--- src/rtl/wave_gen.sv ---
// Sample-rate oscillator: phase accumulator mapped to square/triangle/sawtooth,
// with mode changes deferred to a period wrap so the waveform never glitches.
module wave_gen #(
  parameter int SAMPLE_DIV = 1000
) (
  input  logic       clk,
  input  logic       n_rst,
  input  logic [1:0] mode,
  input  logic [7:0] step,
  output logic [7:0] sample,
  output logic       sample_valid
);

  localparam int CW = (SAMPLE_DIV > 1) ? $clog2(SAMPLE_DIV) : 1;

  logic [CW-1:0] div_cnt_reg;
  logic [7:0]    phase_reg;
  logic          wrap_reg;
  logic [1:0]    active_mode_reg;
  logic [7:0]    sample_reg;
  logic          sample_valid_reg;

  logic          tick;
  logic [1:0]    eff_mode;
  logic [8:0]    phase_sum;
  logic [7:0]    wave_value;

  assign tick = (div_cnt_reg == CW'(SAMPLE_DIV - 1));

  // A new mode is only honoured from off, at a period wrap, or when the phase is frozen.
  always_comb begin
    eff_mode   = active_mode_reg;
    phase_sum  = {1'b0, phase_reg} + {1'b0, step};
    wave_value = 8'h80;
    if (active_mode_reg == 2'b00 || wrap_reg || step == 8'd0) begin
      eff_mode = mode;
    end
    case (eff_mode)
      2'b01:   wave_value = phase_reg[7] ? 8'h00 : 8'hFF;
      2'b10:   wave_value = phase_reg[7] ? ~{phase_reg[6:0], 1'b0} : {phase_reg[6:0], 1'b0};
      2'b11:   wave_value = phase_reg;
      default: wave_value = 8'h80;
    endcase
  end

  always_ff @(posedge clk or posedge n_rst) begin
    if (n_rst) begin
      div_cnt_reg      <= '0;
      phase_reg        <= 8'd0;
      wrap_reg         <= 1'b0;
      active_mode_reg  <= 2'b00;
      sample_reg       <= 8'h80;
      sample_valid_reg <= 1'b0;
    end else begin
      sample_valid_reg <= 1'b0;
      if (tick) begin
        div_cnt_reg      <= '0;
        active_mode_reg  <= eff_mode;
        sample_reg       <= wave_value;
        sample_valid_reg <= 1'b1;
        if (eff_mode == 2'b00) begin
          phase_reg <= 8'd0;
          wrap_reg  <= 1'b0;
        end else begin
          {wrap_reg, phase_reg} <= phase_sum;
        end
      end else begin
        div_cnt_reg <= div_cnt_reg + CW'(1);
      end
    end
  end

  assign sample       = sample_reg;
  assign sample_valid = sample_valid_reg;

endmodule

--- config.mk ---
export PLATFORM = sky130hd
export DESIGN_NAME = wave_gen
export DESIGN_NICKNAME = d
export VERILOG_FILES = /design/src/rtl/wave_gen.sv
export SDC_FILE = /design/constraint.sdc
export NUM_CORES = 1
export LEC_CHECK = 0
export CAP_MARGIN = 0
export CORE_MARGIN = 2
export CORE_UTILIZATION = 60
export DETAILED_ROUTE_END_ITERATION = 12
export PLACE_DENSITY_LB_ADDON = 0.1
export SYNTH_ARGS = -nofsm -noshare
export SYNTH_HDL_FRONTEND = slang
export SYNTH_SLANG_ARGS = --single-unit
--- constraint.sdc ---
create_clock -name clk -period 4.8 [get_ports clk]
set_clock_uncertainty 0.15 [all_clocks]
set_input_delay 0.96 -clock clk [delete_from_list [all_inputs] [get_ports clk]]
set_output_delay 0.96 -clock clk [all_outputs]
set_load 0.02 [all_outputs]
==> flow_results.org <==
** Run status
- Result of the run :: completed

** STA
- Period utilisation layout :: 64.9%
- Setup violations remaining at the end of the flow were counted as 0.
- Derived from the worst setup path, the maximum achievable clock frequency is 321 MHz.
- The final-report max-slew violation count is 0.
- On the final layout, the worst hold slack is 0.332 ns.
- Final hold violations :: 0
- Rel. slew slack :: 24.2%
- The worst path in the final design needs a cycle of 3.11 ns, including I/O delays and setup.
- At the pin with the least slew margin, the transition time is 1.14 ns.
- Setup_tns :: 0 ns
- PnR worst setup slack :: 1.69 ns
- Setup repair after global routing left no endpoint under its margin.

** Clocking
- Source-to-sink clock delay at the later pin of the worst-skew pair :: 0.34 ns
- CTS tree :: done
- Post-CTS Setup Bufs :: 0
- After clock tree synthesis, the flow added hold-fix buffers numbering 0.
- After clock tree synthesis, the repair step resized 0 gates.
- In this run, CTS created clock tree buffers numbering 5.
- Root buffer cell :: sky130_fd_sc_hd__clkbuf_4
- Clock transition time at the flip-flop clock pins of the worst setup and hold paths :: 0.09 ns
- The longest clock path from root to sink contains 2 buffers.
- The H-tree was split into 2 levels.
- Counting every sink on the clock net gives 30.

** Yosys
- Cell types with the largest area share after synthesis :: sky130_fd_sc_hd__dfrtp_1 (40%), sky130_fd_sc_hd__ha_1 (6.2%), sky130_fd_sc_hd__mux2i_1 (3.9%)
- Count of flip-flops with a built-in enable after synthesis :: 0
- Syn Inst Count :: 180
- Dividing the synthesized area by the synthesized cell count gives 10.1 um2.
- Syn nets :: 202
- By instance count, the leading cell after synthesis is sky130_fd_sc_hd__dfrtp_1.
- Yosys warns :: 0
- Counting instances in the post-synthesis netlist gives the leading cell types as sky130_fd_sc_hd__dfrtp_1 (29), sky130_fd_sc_hd__o21ai_0 (14), sky130_fd_sc_hd__nand2_1 (11).
- Of all flip-flops after synthesis, the portion carrying an async set or reset was 100%.
- Synth Register Bits :: 30
- For this run, the leading register cell type out of synthesis is sky130_fd_sc_hd__dfrtp_1.
- Distinct cell type count of the synthesized netlist :: 48
- In this run the biggest area consumer among cell types represents 39.9% of the synthesized area.
- The share of the Yosys chip area taken by registers is 41.3%.
- The synthesized design spends more area on one cell type than any other, namely sky130_fd_sc_hd__dfrtp_1.
- Post-Synthesis Cell Area :: 0.00182 mm2

** Critical path
- The largest individual stage delay along the critical path comes from the cell sky130_fd_sc_hd__or4_4.
- Crit path buffers/inverters :: 1
- Worst-case reg-to-reg path depth :: 6
- CP startpoint kind :: primary input
- Sequence of cells on the critical path :: clkdlybuf4s50_1 > or4_4 > o21ai_2 > a21boi_2 > a211oi_1 > o31ai_2
- CP Max Fanout :: 9
- In this run the critical register-to-register path is captured at phase_reg[6]$_DFFE_PP0P_.
- Origin of the critical flop-to-flop path :: div_cnt_reg[0]$_DFF_PP0_
- Following the worst setup path forward leads to its endpoint at sample[0]$_DFFE_PP0P_.
- Number of cells on the critical path :: 6
- Path type of the worst setup path :: in2reg
- Largest delay share family, worst path :: compound AO/OA/AOI/OAI gates
- Crit end category :: flip-flop
- For this run, the slowest stage of the critical path takes 0.60 ns.
- The worst register-to-register path has a setup slack of 1.71 ns.
- CP Data Required Time :: 4.89 ns
- The critical path starts at step[1].
- For the worst setup path, the data arrival time is 3.21 ns.

** Floorplanning
- Initial cell density of the core :: 64.3%
- Vertical extent of the die :: 59.1 um
- DIE AREA :: 0.00349 mm2
- Number of placement rows :: 19
- Horiz. Die Dim :: 59.1 um
- Top-level I/O count :: 21
- The total area inside the core boundary comes to 0.00283 mm2.

** Placed design
- Detail Placement HPWL :: 2.92 mm
- IO buf count :: 20
- Pre-CTS setup slack :: 1.33 ns
- Post-DP Area :: 0.00203 mm2
- Final weighted congestion in routability-driven placement :: 0.829

** Route
- Detailed-router iteration count before antenna repair :: 5
- The first routing iteration left 97 violations.
- In the routed layout, each cell is associated on average with a via count of 6.50.
- Detailed routing inserted a total of 1522 vias.
- The routed design has 4.05 mm of wire.
- After detailed routing, the average wire length per cell comes to 17.3 um.
- The detail route stage leaves a number of antenna-violating nets equal to 0.
- For this run, design rule violations remaining after detail routing come to 0.

** Power and ir drop
- Static leakage :: 0.892 nW
- The share of total power dissipated in the clock network is 28.8%.
- Registers are responsible for 54.0% of the overall power.
- Switching part of the total :: 28.0%
- P_int :: 0.000360 W
- For this design the total switching power over the nets is 0.000140 W.
- IR analysis of the VDD net gives a maximum drop of 0.162 mV.
- Combinational logic is responsible for 17.1% of the overall power.
- Total power per unit cell area :: 240 mW/mm2

** GRT
- Number of antenna violations at the first check in global routing :: 0
- In the global route stage, overall resource usage came out at 26.9%.
- Largest net degree at the start of global routing :: 31
- Wire length of the first global-routing pass :: 6.86 mm
- Summed over all layers, the global routing overflow is 0.
- Via count of the first global-routing pass :: 1514

** Final layout
- For this run, the post-layout net count is 224.
- The repair_antennas step left the layout with diodes totalling 0.
- The area growth from synthesis to layout is 14.3%.
- Largest register FFs :: 10
- Cells with a size suffix above 1 make up 7.39% of the layout.
- The finished cells cover 0.00208 mm2.

** Job
- The tool flagged a number of max-cap violations equal to 0.

** Worst hold path
- In this run the worst hold path is classified as reg2reg.
[per-layer routing]
layer | global-route usage [%] | part of all wire [%] | wire [um] | vias to the layer above
met1 | 31.5 | 43 | 1760 | 750
li1 | - | - | - | 725
met2 | 45.2 | 51 | 2060 | 42
met5 | 0 | 0 | 0 | -
met4 | 12.0 | 1.1 | 46 | 0
met3 | 8.30 | 4.4 | 179 | 5
[logic make-up after synthesis]
| logic type | Yosys count | synth area share [%] |
|---|---|---|
| mux | 8 | 4.47 |
| flops | 30 | 41.3 |
| compound gates | 60 | 24.2 |
| buf+inv | 9 | 2.34 |
| xor+xnor | 10 | 4.81 |
| fa+ha+maj | 10 | 7.29 |
| simple gates | 53 | 15.5 |
[worst min-delay path by stage]
stage / cells past startpoint / start / end / slack [ns]
after CTS: 1 / div_cnt_reg[9]$_DFF_PP0_ / div_cnt_reg[9]$_DFF_PP0_ / 0.34
after detailed placement: 2 / active_mode_reg[1]$_DFFE_PP0P_ / active_mode_reg[1]$_DFFE_PP0P_ / 0.32
after floorplan: 1 / div_cnt_reg[9]$_DFF_PP0_ / div_cnt_reg[9]$_DFF_PP0_ / 0.29
final: 2 / active_mode_reg[1]$_DFFE_PP0P_ / active_mode_reg[1]$_DFFE_PP0P_ / 0.33
after global placement: 2 / active_mode_reg[1]$_DFFE_PP0P_ / active_mode_reg[1]$_DFFE_PP0P_ / 0.31
after global routing: 1 / div_cnt_reg[9]$_DFF_PP0_ / div_cnt_reg[9]$_DFF_PP0_ / 0.36
[final cells by class]
cell class / count / area [um2]
Tap cell: 31 / 38.8
Fill cell: 205 / 749
Multi-Input combinational cell: 141 / 1020
Clock buffer: 8 / 48.8
Timing Repair Buffer: 20 / 200
Inverter: 4 / 15.0
Sequential cell: 30 / 752
[stage by stage]
| step | power, W | util (%) | cells |
|---|---|---|---|
| 3_5_place_dp | 0.000360 | 71.8 | 226 |
| 5_1_grt | 0.000520 | 73.5 | 234 |
| 3_3_place_gp | 0.000355 | 71.8 | 226 |
| 4_1_cts | 0.000501 | 73.5 | 234 |
| 2_1_floorplan | 0.000330 | - | 180 |
| 6_report | 0.000500 | 73.5 | 234 |
[worst min-delay path: cells and delay by family, from the launching register on]
| family | cells | cell delay (ns) |
|---|---|---|
| flip-flops | 1 | 0.35 |
| AND/OR/NAND/NOR | 2 | 0.11 |
[placed cells by master, fill, tap and decap left out, drive strengths merged, types with 2 or more instances in the layout]
cell type | synthesis | routed
nor3b | 2 | 2
a21boi | 2 | 2
xor2 | 5 | 5
ha | 9 | 9
a21oi | 5 | 5
nor2 | 10 | 10
dfrtp | 29 | 29
a211oi | 8 | 8
nand2 | 11 | 11
a22o | 7 | 7
o31ai | 2 | 2
o21ai | 16 | 16
inv | 4 | 4
clkdlybuf4s50 | 0 | 20
mux2i | 7 | 7
a31oi | 2 | 2
nor2b | 9 | 9
or4 | 2 | 2
o22ai | 6 | 6
nand2b | 3 | 3
and2 | 2 | 2
xnor2 | 5 | 5
clkbuf | 3 | 8
nand3 | 9 | 9
[power groups by stage]
stage	Sequential [W]	Clock [W]	Combinational [W]
after detailed placement	0.000274	0	0.0000859
after floorplan	0.000273	0	0.0000565
final	0.000270	0.000144	0.0000856
after CTS	0.000269	0.000146	0.0000860
after global placement	0.000274	0	0.0000814
after global routing	0.000271	0.000154	0.0000955
Note: power is estimated with default switching activity, not from simulation.
